File: src/rtl/dpram_be_wrseq_pkg.sv
// Shared definitions for the dpram_be port-A write sequencer:
// address-width helper, default geometry and FSM state encoding.
package dpram_be_wrseq_pkg;

   function automatic int log2(input int value);
      int r;
      r = 0;
      while ((1 << r) < value) r++;
      return r;
   endfunction

   localparam int DEF_MEMD  = 1024;
   localparam int DEF_DATAW = 90;
   localparam int DEF_BYTEW = 9;

   typedef enum logic [1:0] {
      IDLE,
      WRITE,
      READ,
      RESP
   } state_t;

endpackage

File: src/rtl/dpram_be_wrseq_if.sv
// Request/response bus plus RAM port-A signals of the sequencer.
// slave = sequencer side, master = requester and RAM side.
interface dpram_be_wrseq_if
   import dpram_be_wrseq_pkg::*;
#(
   parameter int MEMD  = DEF_MEMD,
   parameter int DATAW = DEF_DATAW,
   parameter int BYTEW = DEF_BYTEW
)();
   localparam int nBYTE = DATAW / BYTEW;
   localparam int ADDRW = log2(MEMD);

   logic             reqValid;
   logic             reqReady;
   logic             reqWr;
   logic [ADDRW-1:0] reqAddr;
   logic [nBYTE-1:0] reqMask;
   logic [DATAW-1:0] reqData;
   logic             wrDone;
   logic             rspValid;
   logic [DATAW-1:0] rspData;
   logic             busy;
   logic             wEnbA;
   logic [nBYTE-1:0] bEnbA;
   logic [ADDRW-1:0] addrA;
   logic [BYTEW-1:0] wDataA;
   logic [DATAW-1:0] rDataA;

   modport master (
      output reqValid, reqWr, reqAddr, reqMask, reqData, rDataA,
      input  reqReady, wrDone, rspValid, rspData, busy,
      input  wEnbA, bEnbA, addrA, wDataA
   );

   modport slave (
      input  reqValid, reqWr, reqAddr, reqMask, reqData, rDataA,
      output reqReady, wrDone, rspValid, rspData, busy,
      output wEnbA, bEnbA, addrA, wDataA
   );

endinterface

File: src/rtl/dpram_be_wrseq_pe_lsb_onehot.sv
// Lowest-set-bit priority encoder: one-hot select, binary index and any-flag.
module pe_lsb_onehot #(
   parameter  int WIDTH = 8,
   localparam int IDXW  = (WIDTH > 1) ? $clog2(WIDTH) : 1
)(
   input  logic [WIDTH-1:0] mask,
   output logic [WIDTH-1:0] oneHot,
   output logic [IDXW-1:0]  index,
   output logic             any
);

   always_comb begin
      oneHot = mask & (~mask + WIDTH'(1));
      any    = |mask;
      index  = '0;
      // Descending scan so the lowest set bit is the last one assigned.
      for (int unsigned i = WIDTH; i > 0; i--) begin
         if (mask[i-1]) index = IDXW'(i - 1);
      end
   end

endmodule

File: src/rtl/dpram_be_wrseq.sv
// Port-A sequencer for dpram_be: serializes masked word writes into one-hot
// byte writes (ascending order, one per clock) and issues word reads.
module dpram_be_wrseq
   import dpram_be_wrseq_pkg::*;
#(
   parameter int MEMD  = DEF_MEMD,
   parameter int DATAW = DEF_DATAW,
   parameter int BYTEW = DEF_BYTEW
)(
   input  logic             clk,
   input  logic             rstn,
   dpram_be_wrseq_if.slave  bus
);
   localparam int nBYTE = DATAW / BYTEW;
   localparam int ADDRW = log2(MEMD);
   localparam int IDXW  = (nBYTE > 1) ? $clog2(nBYTE) : 1;

   state_t           state;
   logic [nBYTE-1:0] maskQ;
   logic [DATAW-1:0] dataQ;
   logic             wEnbQ;
   logic [nBYTE-1:0] bEnbQ;
   logic [ADDRW-1:0] addrQ;
   logic [BYTEW-1:0] wDataQ;
   logic             wrDoneQ;
   logic             rspValidQ;

   logic [nBYTE-1:0] peIn;
   logic [nBYTE-1:0] peOneHot;
   logic [nBYTE-1:0] restMask;
   logic [IDXW-1:0]  peIdx;
   logic             peAny;
   logic [DATAW-1:0] srcData;
   logic [BYTEW-1:0] byteLane [nBYTE];
   logic [BYTEW-1:0] byteSel;

   pe_lsb_onehot #(.WIDTH(nBYTE)) uPe (
      .mask   (peIn),
      .oneHot (peOneHot),
      .index  (peIdx),
      .any    (peAny)
   );

   // In IDLE the encoder looks at the incoming request so the first byte is
   // registered on the accepting edge; afterwards it walks the latched mask.
   always_comb begin
      peIn     = (state == IDLE) ? bus.reqMask : maskQ;
      srcData  = (state == IDLE) ? bus.reqData : dataQ;
      restMask = peIn & ~peOneHot;
      for (int unsigned i = 0; i < nBYTE; i++) begin
         byteLane[i] = srcData[i*BYTEW +: BYTEW];
      end
      byteSel = byteLane[peIdx];
   end

   always_ff @(posedge clk or negedge rstn) begin
      if (!rstn) begin
         state     <= IDLE;
         maskQ     <= '0;
         dataQ     <= '0;
         wEnbQ     <= 1'b0;
         bEnbQ     <= '0;
         addrQ     <= '0;
         wDataQ    <= '0;
         wrDoneQ   <= 1'b0;
         rspValidQ <= 1'b0;
      end else begin
         wrDoneQ   <= 1'b0;
         rspValidQ <= 1'b0;
         case (state)
            IDLE: begin
               if (bus.reqValid) begin
                  if (bus.reqWr) begin
                     if (peAny) begin
                        addrQ   <= bus.reqAddr;
                        dataQ   <= bus.reqData;
                        maskQ   <= restMask;
                        wEnbQ   <= 1'b1;
                        bEnbQ   <= peOneHot;
                        wDataQ  <= byteSel;
                        wrDoneQ <= (restMask == '0);
                        state   <= WRITE;
                     end else begin
                        wrDoneQ <= 1'b1;
                     end
                  end else begin
                     addrQ <= bus.reqAddr;
                     state <= READ;
                  end
               end
            end
            WRITE: begin
               if (peAny) begin
                  maskQ   <= restMask;
                  bEnbQ   <= peOneHot;
                  wDataQ  <= byteSel;
                  wrDoneQ <= (restMask == '0);
               end else begin
                  wEnbQ <= 1'b0;
                  bEnbQ <= '0;
                  state <= IDLE;
               end
            end
            READ: begin
               rspValidQ <= 1'b1;
               state     <= RESP;
            end
            RESP: begin
               state <= IDLE;
            end
            default: state <= IDLE;
         endcase
      end
   end

   assign bus.reqReady = (state == IDLE);
   assign bus.busy     = (state != IDLE);
   assign bus.wrDone   = wrDoneQ;
   assign bus.rspValid = rspValidQ;
   assign bus.rspData  = bus.rDataA;
   assign bus.wEnbA    = wEnbQ;
   assign bus.bEnbA    = bEnbQ;
   assign bus.addrA    = addrQ;
   assign bus.wDataA   = wDataQ;

endmodule

File: src/flat_wrapper.sv
// flat-port wrapper written by rule: the top's interface ports become plain ports
module dpram_be_wrseq_flat import dpram_be_wrseq_pkg::*;
#(
   parameter int MEMD  = DEF_MEMD,
   parameter int DATAW = DEF_DATAW,
   parameter int BYTEW = DEF_BYTEW
)
  (clk, rstn, bus_reqValid, bus_reqWr, bus_reqAddr, bus_reqMask, bus_reqData, bus_rDataA, bus_reqReady, bus_wrDone, bus_rspValid, bus_rspData, bus_busy, bus_wEnbA, bus_bEnbA, bus_addrA, bus_wDataA);
  dpram_be_wrseq_if #(.MEMD(MEMD), .DATAW(DATAW), .BYTEW(BYTEW)) bus_i ();
  input  logic clk;
  input  logic rstn;
  input wire logic [$bits(bus_i.reqValid)-1:0] bus_reqValid;
  input wire logic [$bits(bus_i.reqWr)-1:0] bus_reqWr;
  input wire logic [$bits(bus_i.reqAddr)-1:0] bus_reqAddr;
  input wire logic [$bits(bus_i.reqMask)-1:0] bus_reqMask;
  input wire logic [$bits(bus_i.reqData)-1:0] bus_reqData;
  input wire logic [$bits(bus_i.rDataA)-1:0] bus_rDataA;
  output wire logic [$bits(bus_i.reqReady)-1:0] bus_reqReady;
  output wire logic [$bits(bus_i.wrDone)-1:0] bus_wrDone;
  output wire logic [$bits(bus_i.rspValid)-1:0] bus_rspValid;
  output wire logic [$bits(bus_i.rspData)-1:0] bus_rspData;
  output wire logic [$bits(bus_i.busy)-1:0] bus_busy;
  output wire logic [$bits(bus_i.wEnbA)-1:0] bus_wEnbA;
  output wire logic [$bits(bus_i.bEnbA)-1:0] bus_bEnbA;
  output wire logic [$bits(bus_i.addrA)-1:0] bus_addrA;
  output wire logic [$bits(bus_i.wDataA)-1:0] bus_wDataA;
  assign bus_i.reqValid = bus_reqValid;
  assign bus_i.reqWr = bus_reqWr;
  assign bus_i.reqAddr = bus_reqAddr;
  assign bus_i.reqMask = bus_reqMask;
  assign bus_i.reqData = bus_reqData;
  assign bus_i.rDataA = bus_rDataA;
  assign bus_reqReady = bus_i.reqReady;
  assign bus_wrDone = bus_i.wrDone;
  assign bus_rspValid = bus_i.rspValid;
  assign bus_rspData = bus_i.rspData;
  assign bus_busy = bus_i.busy;
  assign bus_wEnbA = bus_i.wEnbA;
  assign bus_bEnbA = bus_i.bEnbA;
  assign bus_addrA = bus_i.addrA;
  assign bus_wDataA = bus_i.wDataA;
  dpram_be_wrseq #(.MEMD(MEMD), .DATAW(DATAW), .BYTEW(BYTEW)) u_core (.clk(clk), .rstn(rstn), .bus(bus_i));
endmodule
File: config.mk
export PLATFORM = sky130hd
export DESIGN_NAME = dpram_be_wrseq_flat
export DESIGN_NICKNAME = d
export VERILOG_FILES = /design/src/rtl/dpram_be_wrseq_pkg.sv /design/src/rtl/dpram_be_wrseq_if.sv /design/src/rtl/dpram_be_wrseq_pe_lsb_onehot.sv /design/src/rtl/dpram_be_wrseq.sv /design/src/flat_wrapper.sv
export SDC_FILE = /design/constraint.sdc
export NUM_CORES = 1
export LEC_CHECK = 0
export CAP_MARGIN = 20
export CORE_UTILIZATION = 43
export CTS_CLUSTER_DIAMETER = 150
export DETAILED_ROUTE_END_ITERATION = 8
export GPL_TIMING_DRIVEN = 0
export PLACE_DENSITY_LB_ADDON = 0.1
export SKIP_LAST_GASP = 1
export SLEW_MARGIN = 20
export SYNTH_ARGS = -nofsm -noshare
export SYNTH_HDL_FRONTEND = slang
export SYNTH_SLANG_ARGS = --single-unit
File: constraint.sdc
create_clock -name clk -period 3.39 [get_ports clk]
set_input_delay 0.8475 -clock clk [delete_from_list [all_inputs] [get_ports clk]]
set_output_delay 0.8475 -clock clk [all_outputs]
set_load 0.01 [all_outputs]
==> flow_metrics.tcl, run 1 <==
set metrics [dict create \
    postCtsHoldBufs 0 \
    unrepaired_setup_endpoints_after_global_routing "yes" \
    synthMostInstantiatedCell "sky130_fd_sc_hd__dfrtp_1" \
    worst_skew_pair.late_latency_ns 0.42 \
    vdd_ir_max_v 0.000535 \
    grt.overflow.total 0 \
    post_drt_via_cell_ratio 5.66 \
    synth_seq_cells 133 \
    hpwl_um 19600 \
    wire_length_of_the_first_global_routing_pass_um 38500 \
    postSynth.asyncResetShare_pct 100 \
    cts.sinks 133 \
    synth.cells.most_frequent "sky130_fd_sc_hd__dfrtp_1 (133), sky130_fd_sc_hd__mux2_2 (97), sky130_fd_sc_hd__buf_4 (90)" \
    chipWidth_um 135 \
    finalHoldViolations 0 \
    initial_core_util_pct 44.0 \
    postLayoutSetupSlackWorst_ns 0.0337 \
    synth_cell_type_count 57 \
    io_buffers 236 \
    share_of_final_layout_standard_cells_stronger_than_drive_strength_1_pct 29.7 \
    hold_path.class "input pin to async pin" \
    worst-endpoint-arrival_ns 3.72 \
    drcViolationCount 0 \
    pwr-share-seq_pct 26.2 \
    timing.final.crit_share_pct 99.0 \
    pin_count_of_the_biggest_net_entering_global_routing 73 \
    yosysTopAreaCell "sky130_fd_sc_hd__dfrtp_1" \
    first_global_vias 6500 \
    syn_to_final_growth_pct 45.8 \
    cts_buffers 17 \
    route.detailed.wl_per_inst_um 22.4 \
    finalMaxSlewViolations 0 \
    synth_area_per_cell_um2 11.0 \
    top_signal_layer_used "met4" \
    num_rows 48 \
    first_iter_violations 479 \
    leakage_power_of_the_design_nw 4.75 \
    dr_wl_met2_um 12700 \
    core_um2 17300 \
    finalWorstPathRequiredPeriod_ns 3.36 \
    design_area_um2 11100 \
    count_of_synthesis_stage_warnings_from_yosys 0 \
    initial_antenna_violation_count 0 \
    routed_wirelength_um 26600 \
    clock_path_buffers 2 \
    power_density_nw_per_um2 964 \
    h-tree-depth 4 \
    dp.cells 1156 \
    number_of_enable_type_register_cells_in_the_synthesized_netlist 0 \
    final_antenna_net_count 0 \
    power_report.internal_total_mw 6.44 \
    max_clock_freq_ghz 0.298 \
    synth_top_cell_area_share_pct 43.7 \
    die-area_um2 18300 \
    p_sw_share_pct 39.9 \
    dominantRegCellSynth "sky130_fd_sc_hd__dfrtp_1" \
    finish.net_count 1155 \
    post_synthesis_sequential_area_ratio_pct 43.7 \
    worst_setup_path_start_kind "input pin" \
    worst_slack_after_detailed_placement_ns -0.754 \
    drt_pass1_iterations 5 \
    antennaDiodeCount 0 \
    path_max_fanout 9 \
    power.net_switching_mw 4.27 \
    detailroute.via_count 6730 \
    met1Wirelength_um 10800 \
    grt.total_usage_pct 28.9 \
    worst_ep_required_time_ns 3.75 \
    clock_tree.root_cell "sky130_fd_sc_hd__clkbuf_16" \
    outcome "finished clean" \
    timing.clock.skew_ns 0.00804 \
    start_to_end_type_of_the_worst_setup_path "input pin to register" \
    worstSetupEndpointType "register" \
    number_of_max_cap_violations 0 \
    setup-violations-final 0 \
    power_frac_comb_pct 56.2 \
    postSynthCellCount 693 \
    fin_cells 1188 \
    top_cells_by_area_synth "sky130_fd_sc_hd__dfrtp_1 (44%), sky130_fd_sc_hd__mux2_2 (14%), sky130_fd_sc_hd__buf_4 (8.9%)" \
    combined_area_of_all_synthesized_cells_um2 7620 \
    die_h_um 135 \
    slew_headroom_pct 48.2 \
    clockPowerShare_pct 17.6 \
    io_pins 328 \
    met3WireLength_um 2470 \
    final_util_pct 64.2 \
    timing_worst_slew_pin_value_ns 0.769 \
    tritoncts "yes" \
    nFillCells 1436 \
    gp_routability_congestion 0.893 \
    clk_pin_slew_ns 0.06 \
    synth_nets 897 \
    final_total_pwr_mw 10.7 \
    post_dp_cell_area_um2 10300 \
]
## registers in the layout (all words and copies together) (netlist names)
signal and flops:
u_core.maskQ 9, u_core.bus.wDataA 9, u_core.bus.rspValid 1, u_core.bus.addrA 10, u_core.dataQ 90, u_core.bus.wrDone 1, u_core.bus.wEnbA 1, u_core.state 2
u_core.bus.bEnbA 10
## final timing paths
path                                     startpoint                   end  slack, ns  cells past startpoint
min in group clk                u_core.bus.bEnbA[1]   u_core.bus.bEnbA[1]       0.47                      2
worst max register to register      u_core.state[0]  u_core.bus.wDataA[6]       0.16                     11
worst min register to register  u_core.bus.bEnbA[1]   u_core.bus.bEnbA[1]       0.47                      2
worst min-delay path                           rstn      u_core.dataQ[78]       0.36                      1
worst max-delay path                 bus_reqMask[3]  u_core.bus.wDataA[8]       0.03                     10
max in group asynchronous                      rstn   u_core.bus.addrA[2]       2.31                      2
## worst max-delay path: stages
cell                              delay (ns)
sky130_fd_sc_hd__clkdlybuf4s50_1        0.52
sky130_fd_sc_hd__nor4_4                 0.40
sky130_fd_sc_hd__a21o_1                 0.17
sky130_fd_sc_hd__buf_4                  0.13
sky130_fd_sc_hd__nand2_1                0.08
sky130_fd_sc_hd__nor2_1                 0.29
sky130_fd_sc_hd__nand2_1                0.17
sky130_fd_sc_hd__or4_4                  0.66
sky130_fd_sc_hd__o22ai_2                0.28
sky130_fd_sc_hd__a221o_1                0.16
## final cells by class
type,instances,area (um^2),area share (%)
tap,225,282,2.53
timing repair buffer,241,2430,21.8
inverter,5,23.8,0.214
clock buffer,23,478,4.30
multi-input combinational,423,3490,31.4
buffer,130,957,8.62
clock inverter,8,124,1.11
sequential,133,3330,30.0
## power by group through the flow
stage	clock [mW]	combinational [mW]	sequential [mW]
6_report	1.89	6.02	2.81
5_1_grt	1.98	6.39	2.89
4_1_cts	1.91	5.78	2.79
3_5_place_dp	0	5.69	2.80
3_3_place_gp	0	5.63	2.78
2_1_floorplan	0	3.76	2.77
## cells in the final DEF (no fill, tap or decap), types with 4 or more instances in the layout
cell / instances
sky130_fd_sc_hd__a21o_1: 5
sky130_fd_sc_hd__and3_1: 4
sky130_fd_sc_hd__nand3_1: 4
sky130_fd_sc_hd__clkbuf_2: 4
sky130_fd_sc_hd__o21a_1: 4
sky130_fd_sc_hd__buf_4: 102
sky130_fd_sc_hd__inv_1: 4
sky130_fd_sc_hd__nand3b_1: 5
sky130_fd_sc_hd__clkbuf_1: 8
sky130_fd_sc_hd__mux2_2: 97
sky130_fd_sc_hd__buf_6: 10
sky130_fd_sc_hd__o31ai_1: 24
sky130_fd_sc_hd__or3_1: 17
sky130_fd_sc_hd__mux2i_1: 40
sky130_fd_sc_hd__clkdlybuf4s50_1: 233
sky130_fd_sc_hd__clkbuf_16: 17
sky130_fd_sc_hd__buf_2: 9
sky130_fd_sc_hd__o21ai_0: 16
sky130_fd_sc_hd__nor4_2: 5
sky130_fd_sc_hd__nor2_1: 14
sky130_fd_sc_hd__a21oi_1: 15
sky130_fd_sc_hd__a221o_1: 5
sky130_fd_sc_hd__mux2_1: 10
sky130_fd_sc_hd__o22ai_1: 25
sky130_fd_sc_hd__nor3_1: 9
sky130_fd_sc_hd__o221ai_1: 11
sky130_fd_sc_hd__dfrtp_1: 133
sky130_fd_sc_hd__nand2_1: 43
## repair_timing
item,CTS,global route
setup endpoints to repair,110,110
cloned,0,1
endpoints found under the hold margin,0,0
buffers inserted,0,2
gates resized for setup,20,34
pin swaps,0,3
## kinds of logic after synthesis
logic type      Yosys count  synth area share [%]
compound gates          149                  14.1
simple gates            121                  8.00
mux                     150                  21.5
buf+inv                 138                  12.4
fa+ha+maj                 2                 0.263
flops                   133                  43.7
## through the flow
stage	hold slack, ns	TNS (ns)
6_report	0.359	0
5_1_grt	0.397	-0.0121
4_1_cts	0.378	-0.0882
3_5_place_dp	0.466	-69.90
3_3_place_gp	0.467	-597.96
2_1_floorplan	0.455	0
## routing by layer
| metal | vias up | GRT usage, % |
|---|---|---|
| met5 | - | 0 |
| met4 | 0 | 9.86 |
| met3 | 45 | 6.98 |
| met2 | 371 | 46.3 |
| met1 | 3302 | 38.2 |
| li1 | 3012 | - |
(Power assumes the default switching activity.)
==> run 2: changes to the inputs <==
--- a/config.mk
+++ b/config.mk
@@ -7,10 +7,10 @@
 export LEC_CHECK = 0
 export CAP_MARGIN = 20
 export CORE_UTILIZATION = 43
-export CTS_CLUSTER_DIAMETER = 150
+export CTS_CLUSTER_DIAMETER = 40
 export DETAILED_ROUTE_END_ITERATION = 8
 export GPL_TIMING_DRIVEN = 0
-export PLACE_DENSITY_LB_ADDON = 0.1
+export PLACE_DENSITY_LB_ADDON = 0.3
 export SKIP_LAST_GASP = 1
 export SLEW_MARGIN = 20
 export SYNTH_ARGS = -nofsm -noshare
==> run 2 against run 1 <==
Critical path depth up 1; clock power shrank 2%; register-to-register slack worse by 0.06 ns; critical endpoint unchanged.
==> flow_metrics.tcl, run 2 (same netlist as run 1, synthesis figures left out) <==
set metrics [dict create \
    outcome "finished clean" \
    share_of_final_layout_standard_cells_stronger_than_drive_strength_1_pct 28.6 \
    hpwl_um 19700 \
    hold_path.class "input pin to async pin" \
    path_max_fanout 10 \
    worst_setup_path_start_kind "input pin" \
    layout_common_cells "sky130_fd_sc_hd__clkdlybuf4s50_1 (233), sky130_fd_sc_hd__dfrtp_1 (133), sky130_fd_sc_hd__buf_4 (100)" \
    finalHoldViolations 0 \
    io_buffers 236 \
    route.detailed.wl_per_inst_um 21.9 \
    syn_to_final_growth_pct 45.1 \
    finalMaxSlewViolations 0 \
    cpLargestDelayFamily "compound AO/OA/AOI/OAI gates" \
    finalWorstPathRequiredPeriod_ns 3.32 \
    timing.critical_path.slowest_cell_delay_ns 0.53 \
    power.net_switching_mw 4.33 \
    routed_wirelength_um 26000 \
    power_density_nw_per_um2 967 \
    num_rows 48 \
    timing_worst_slew_pin_value_ns 0.674 \
    wire_length_of_the_first_global_routing_pass_um 38500 \
    timing.final.crit_share_pct 98.1 \
    unrepaired_setup_endpoints_after_global_routing "yes" \
    worst_slack_after_detailed_placement_ns -0.747 \
    largest_register "u_core.dataQ" \
    final.setup.tns_ns 0 \
    timing.rr.start "u_core.state[1]" \
    timing.critical_path.cells "clkdlybuf4s50_1 -> nor2_2 -> o21a_1 -> buf_2 -> nand3_1 -> o31ai_1 -> buf_4 -> a21o_2 -> a21oi_1 -> o311a_1 -> a221o_1" \
    slowest_library_cell_on_the_worst_path "sky130_fd_sc_hd__clkdlybuf4s50_1" \
    grt.overflow.total 0 \
    max_clock_freq_ghz 0.301 \
    cts.sinks 133 \
    final_total_pwr_mw 10.7 \
    clock_path_buffers 2 \
    p_sw_share_pct 40.5 \
    tritoncts "yes" \
    worstPathBufferInverterCount 3 \
    detailroute.via_count 6763 \
    first_iter_violations 543 \
    drcViolationCount 0 \
    postLayoutSetupSlackWorst_ns 0.0655 \
    final_util_pct 63.9 \
    postCtsHoldBufs 0 \
    core_um2 17300 \
    first_global_vias 6654 \
    initial_core_util_pct 44.0 \
    initial_antenna_violation_count 0 \
    power_report.internal_total_mw 6.35 \
    clockPowerShare_pct 17.3 \
    worst-endpoint-arrival_ns 3.62 \
    cts_buffers 17 \
    number_of_max_cap_violations 0 \
    post_dp_cell_area_um2 10300 \
    layout_commonest_cell "sky130_fd_sc_hd__clkdlybuf4s50_1" \
    power_frac_comb_pct 56.1 \
    finish.net_count 1151 \
    post_drt_via_cell_ratio 5.71 \
    worst_r2r_path_depth 13 \
    regToRegEndpoint "u_core.bus.wDataA[3]" \
    vdd_ir_max_v 0.000735 \
    h-tree-depth 4 \
    gp_routability_congestion 0.916 \
    largest_reg_flops 90 \
    grt.total_usage_pct 28.3 \
    worstSetupEndpointType "register" \
    clk_pin_slew_ns 0.06 \
    setup-violations-final 0 \
    pwr-share-seq_pct 26.6 \
    pin_count_of_the_biggest_net_entering_global_routing 91 \
    chipWidth_um 135 \
    final_antenna_net_count 0 \
    io_pins 328 \
    worst_ep_required_time_ns 3.69 \
    worst_skew_pair.late_latency_ns 0.43 \
    timing.clock.skew_ns 0.00932 \
    design_area_um2 11000 \
    clock_tree.root_cell "sky130_fd_sc_hd__clkbuf_16" \
    die_h_um 135 \
    drt_pass1_iterations 6 \
    die-area_um2 18300 \
    slew_headroom_pct 54.6 \
    ff2ff_setup_slack_ns 0.10 \
    start_to_end_type_of_the_worst_setup_path "input pin to register" \
    antennaDiodeCount 0 \
    leakage_power_of_the_design_nw 4.72 \
]
-- run 2: stage by stage --
step	cells	hold WS [ns]
2_1_floorplan	693	0.455
3_3_place_gp	1154	0.465
3_5_place_dp	1156	0.470
4_1_cts	1185	0.315
5_1_grt	1185	0.326
6_report	1185	0.306
-- run 2: metal layers --
layer | up-vias | global-route usage [%] | share of wire [%]
met2 | 364 | 44.9 | 47
met4 | 0 | 11.2 | 2.7
li1 | 3008 | - | -
met5 | - | 0 | 0
met1 | 3340 | 36.9 | 41
met3 | 51 | 7.32 | 8.9
-- run 2: worst max path at each step --
stage / end / slack (ns) / cells past startpoint / from
2_1_floorplan: u_core.dataQ[53] / 0.39 / 10 / bus_reqMask[3]
3_3_place_gp: u_core.bus.addrA[4] / -3.95 / 1 / rstn
3_5_place_dp: u_core.bus.wDataA[2] / -0.75 / 8 / bus_reqMask[6]
4_1_cts: u_core.dataQ[13] / -0.07 / 11 / bus_reqMask[4]
5_1_grt: u_core.dataQ[50] / -0.04 / 12 / bus_reqMask[0]
6_report: u_core.bus.wDataA[8] / 0.07 / 11 / bus_reqMask[0]
-- run 2: layout make-up --
type                    instances  area, um^2
well taps                     225         282
multi-input cells             422        3470
fillers                      1420        6250
clock buffers                  25         495
flip-flops and latches        133        3330
plain buffers                 128         933
repair buffers                240        2420
clock inverters                 7        95.1
inverters                       5        23.8
-- run 2: power by group through the flow --
stage          logic (mW)  clock network (mW)  registers, mW
5_1_grt              6.37                1.93           2.91
3_5_place_dp         5.71                   0           2.82
4_1_cts              5.82                1.87           2.81
2_1_floorplan        3.76                   0           2.77
3_3_place_gp         5.62                   0           2.80
6_report             5.99                1.85           2.84
-- run 2: what timing repair did --
action                                  in CTS  in global routing
endpoints found under the setup margin     109                110
resized for setup                           20                 17
pin swaps                                    0                  2
hold endpoints to repair                     0                  0
buffers inserted                             0                  1
-- run 2: worst register-to-register path: cells and delay by family, from the launching register on --
family | cells | cell delay, ns
buffers and inverters | 5 | 0.82
multiplexers | 2 | 0.77
AND/OR/NAND/NOR | 3 | 0.68
AO/OA/AOI/OAI | 3 | 0.54
flip-flops | 1 | 0.37
==> run 3: changes to the inputs <==
--- a/config.mk
+++ b/config.mk
@@ -5,7 +5,7 @@
 export SDC_FILE = /design/constraint.sdc
 export NUM_CORES = 1
 export LEC_CHECK = 0
-export CAP_MARGIN = 20
+export CAP_MARGIN = 5
 export CORE_UTILIZATION = 43
 export CTS_CLUSTER_DIAMETER = 40
 export DETAILED_ROUTE_END_ITERATION = 8
==> run 3 against run 2 <==
Clock power hardly changed; critical endpoint unchanged; highest routed layer unchanged; global-route usage stayed put; sequential cell count is the same; power barely moved; clock skew decreased by 0.00069 ns; critical path depth unchanged; die area unchanged; hold slack lost 0.0026 ns; design area hardly changed; sequential power is essentially flat; cell count barely moved.
==> flow_metrics.tcl, run 3 (same netlist as run 1, synthesis figures left out) <==
set metrics [dict create \
    outcome "finished clean" \
    finalHoldViolations 0 \
    clock_path_buffers 2 \
    final.setup.tns_ns 0 \
    vdd_ir_max_v 0.000739 \
    number_of_max_cap_violations 0 \
    finalMaxSlewViolations 0 \
    pin_count_of_the_biggest_net_entering_global_routing 91 \
    finalWorstPathRequiredPeriod_ns 3.30 \
    clk_pin_slew_ns 0.06 \
    die_h_um 135 \
    h-tree-depth 4 \
    routed_wirelength_um 26000 \
    postLayoutSetupSlackWorst_ns 0.0858 \
    max_clock_freq_ghz 0.303 \
    layout_common_cells "sky130_fd_sc_hd__clkdlybuf4s50_1 (233), sky130_fd_sc_hd__dfrtp_1 (133), sky130_fd_sc_hd__buf_4 (100)" \
    worst_setup_path_start_kind "input pin" \
    layout_commonest_cell "sky130_fd_sc_hd__clkdlybuf4s50_1" \
    start_to_end_type_of_the_worst_setup_path "input pin to register" \
    finish.net_count 1150 \
    unrepaired_setup_endpoints_after_global_routing "yes" \
    initial_antenna_violation_count 0 \
    cts_buffers 17 \
    postCtsHoldBufs 0 \
    hold_path.class "input pin to async pin" \
    slew_headroom_pct 27.3 \
    timing.final.crit_share_pct 97.5 \
    first_iter_violations 514 \
    syn_to_final_growth_pct 45.0 \
    worst_slack_on_hold_paths_ns 0.304 \
    drt_pass1_iterations 5 \
    design_area_um2 11000 \
    ff2ff_setup_slack_ns 0.12 \
    chipWidth_um 135 \
    post_dp_cell_area_um2 10300 \
    post_drt_via_cell_ratio 5.73 \
    antennaDiodeCount 0 \
    cts.sinks 133 \
    power_density_nw_per_um2 968 \
    largest_register "u_core.dataQ" \
    timing.clock.skew_ns 0.00863 \
    io_pins 328 \
    final_total_pwr_mw 10.7 \
    share_of_final_layout_standard_cells_stronger_than_drive_strength_1_pct 28.6 \
    nFillCells 1420 \
    first_global_vias 6654 \
    gp_routability_congestion 0.916 \
    worstSetupEndpointType "register" \
    clock_tree.root_cell "sky130_fd_sc_hd__clkbuf_16" \
    setup-violations-final 0 \
    worst_slack_after_detailed_placement_ns -0.747 \
    grt.total_usage_pct 28.3 \
    grt.overflow.total 0 \
    hpwl_um 19700 \
    timing_worst_slew_pin_value_ns 1.09 \
    core_um2 17300 \
    initial_core_util_pct 44.0 \
    die-area_um2 18300 \
    tritoncts "yes" \
    num_rows 48 \
    path_max_fanout 10 \
    detailroute.via_count 6787 \
    final_antenna_net_count 0 \
    wire_length_of_the_first_global_routing_pass_um 38500 \
    drcViolationCount 0 \
    worst-endpoint-arrival_ns 3.61 \
    leakage_power_of_the_design_nw 4.71 \
    worst_ep_required_time_ns 3.69 \
    route.detailed.wl_per_inst_um 22.0 \
    io_buffers 236 \
    largest_reg_flops 90 \
    worst_skew_pair.late_latency_ns 0.43 \
]
## run 3: repair_timing
item / 4_1_cts / 5_1_grt
pin swaps: 0 / 2
endpoints found under the setup margin: 109 / 110
setup buffers: 0 / 1
gates resized for setup: 20 / 17
## run 3: final timing paths
check / start / depth (start not counted) / endpoint
max: bus_reqMask[0] / 11 / u_core.bus.wDataA[8]
max in group asynchronous: rstn / 2 / u_core.bus.wDataA[3]
max reg2reg: u_core.state[1] / 13 / u_core.bus.wDataA[3]
min in group clk: u_core.bus.bEnbA[8] / 2 / u_core.bus.bEnbA[8]
min reg2reg: u_core.bus.bEnbA[8] / 2 / u_core.bus.bEnbA[8]
min: rstn / 1 / u_core.dataQ[47]
## run 3: critical path, cell delays in order
cell and delay [ns]:
sky130_fd_sc_hd__clkdlybuf4s50_1 0.52, sky130_fd_sc_hd__nor2_2 0.22, sky130_fd_sc_hd__o21a_1 0.13, sky130_fd_sc_hd__buf_2 0.20, sky130_fd_sc_hd__nand3_1 0.18, sky130_fd_sc_hd__o31ai_1 0.42
sky130_fd_sc_hd__buf_4 0.27, sky130_fd_sc_hd__a21o_2 0.25, sky130_fd_sc_hd__a21oi_1 0.07, sky130_fd_sc_hd__o311a_1 0.16, sky130_fd_sc_hd__a221o_1 0.33
## run 3: cell type report
| type | instances | area, um^2 | share of cell area [%] |
|---|---|---|---|
| Clock inverter | 7 | 95.1 | 0.861 |
| Clock buffer | 25 | 495 | 4.49 |
| Inverter | 5 | 23.8 | 0.215 |
| Buffer | 128 | 933 | 8.45 |
| Tap cell | 225 | 282 | 2.55 |
| Sequential cell | 133 | 3330 | 30.1 |
| Multi-Input combinational cell | 422 | 3470 | 31.4 |
| Timing Repair Buffer | 239 | 2410 | 21.8 |
## run 3: per-layer routing
| layer | vias up | routed length (um) | GRT usage, % |
|---|---|---|---|
| li1 | 2999 | - | - |
| met1 | 3346 | 10700 | 36.9 |
| met2 | 395 | 12300 | 44.9 |
| met3 | 47 | 2380 | 7.32 |
| met4 | 0 | 652 | 11.2 |
| met5 | - | 0 | 0 |
## run 3: through the flow
| stage | instances | util (%) |
|---|---|---|
| after floorplan | 693 | - |
| after CTS | 1185 | 63.3 |
| after detailed placement | 1156 | 59.6 |
| final | 1184 | 63.8 |
| after global placement | 1154 | 59.3 |
| after global routing | 1184 | 63.8 |
## run 3: power breakdown
part	total (mW)	leakage [nW]	switching (mW)	internal, mW
logic	5.99	2.80	3.18	2.81
clock network	1.86	0.287	0.695	1.16
registers	2.84	1.63	0.463	2.38
total	10.7	4.71	4.34	6.35
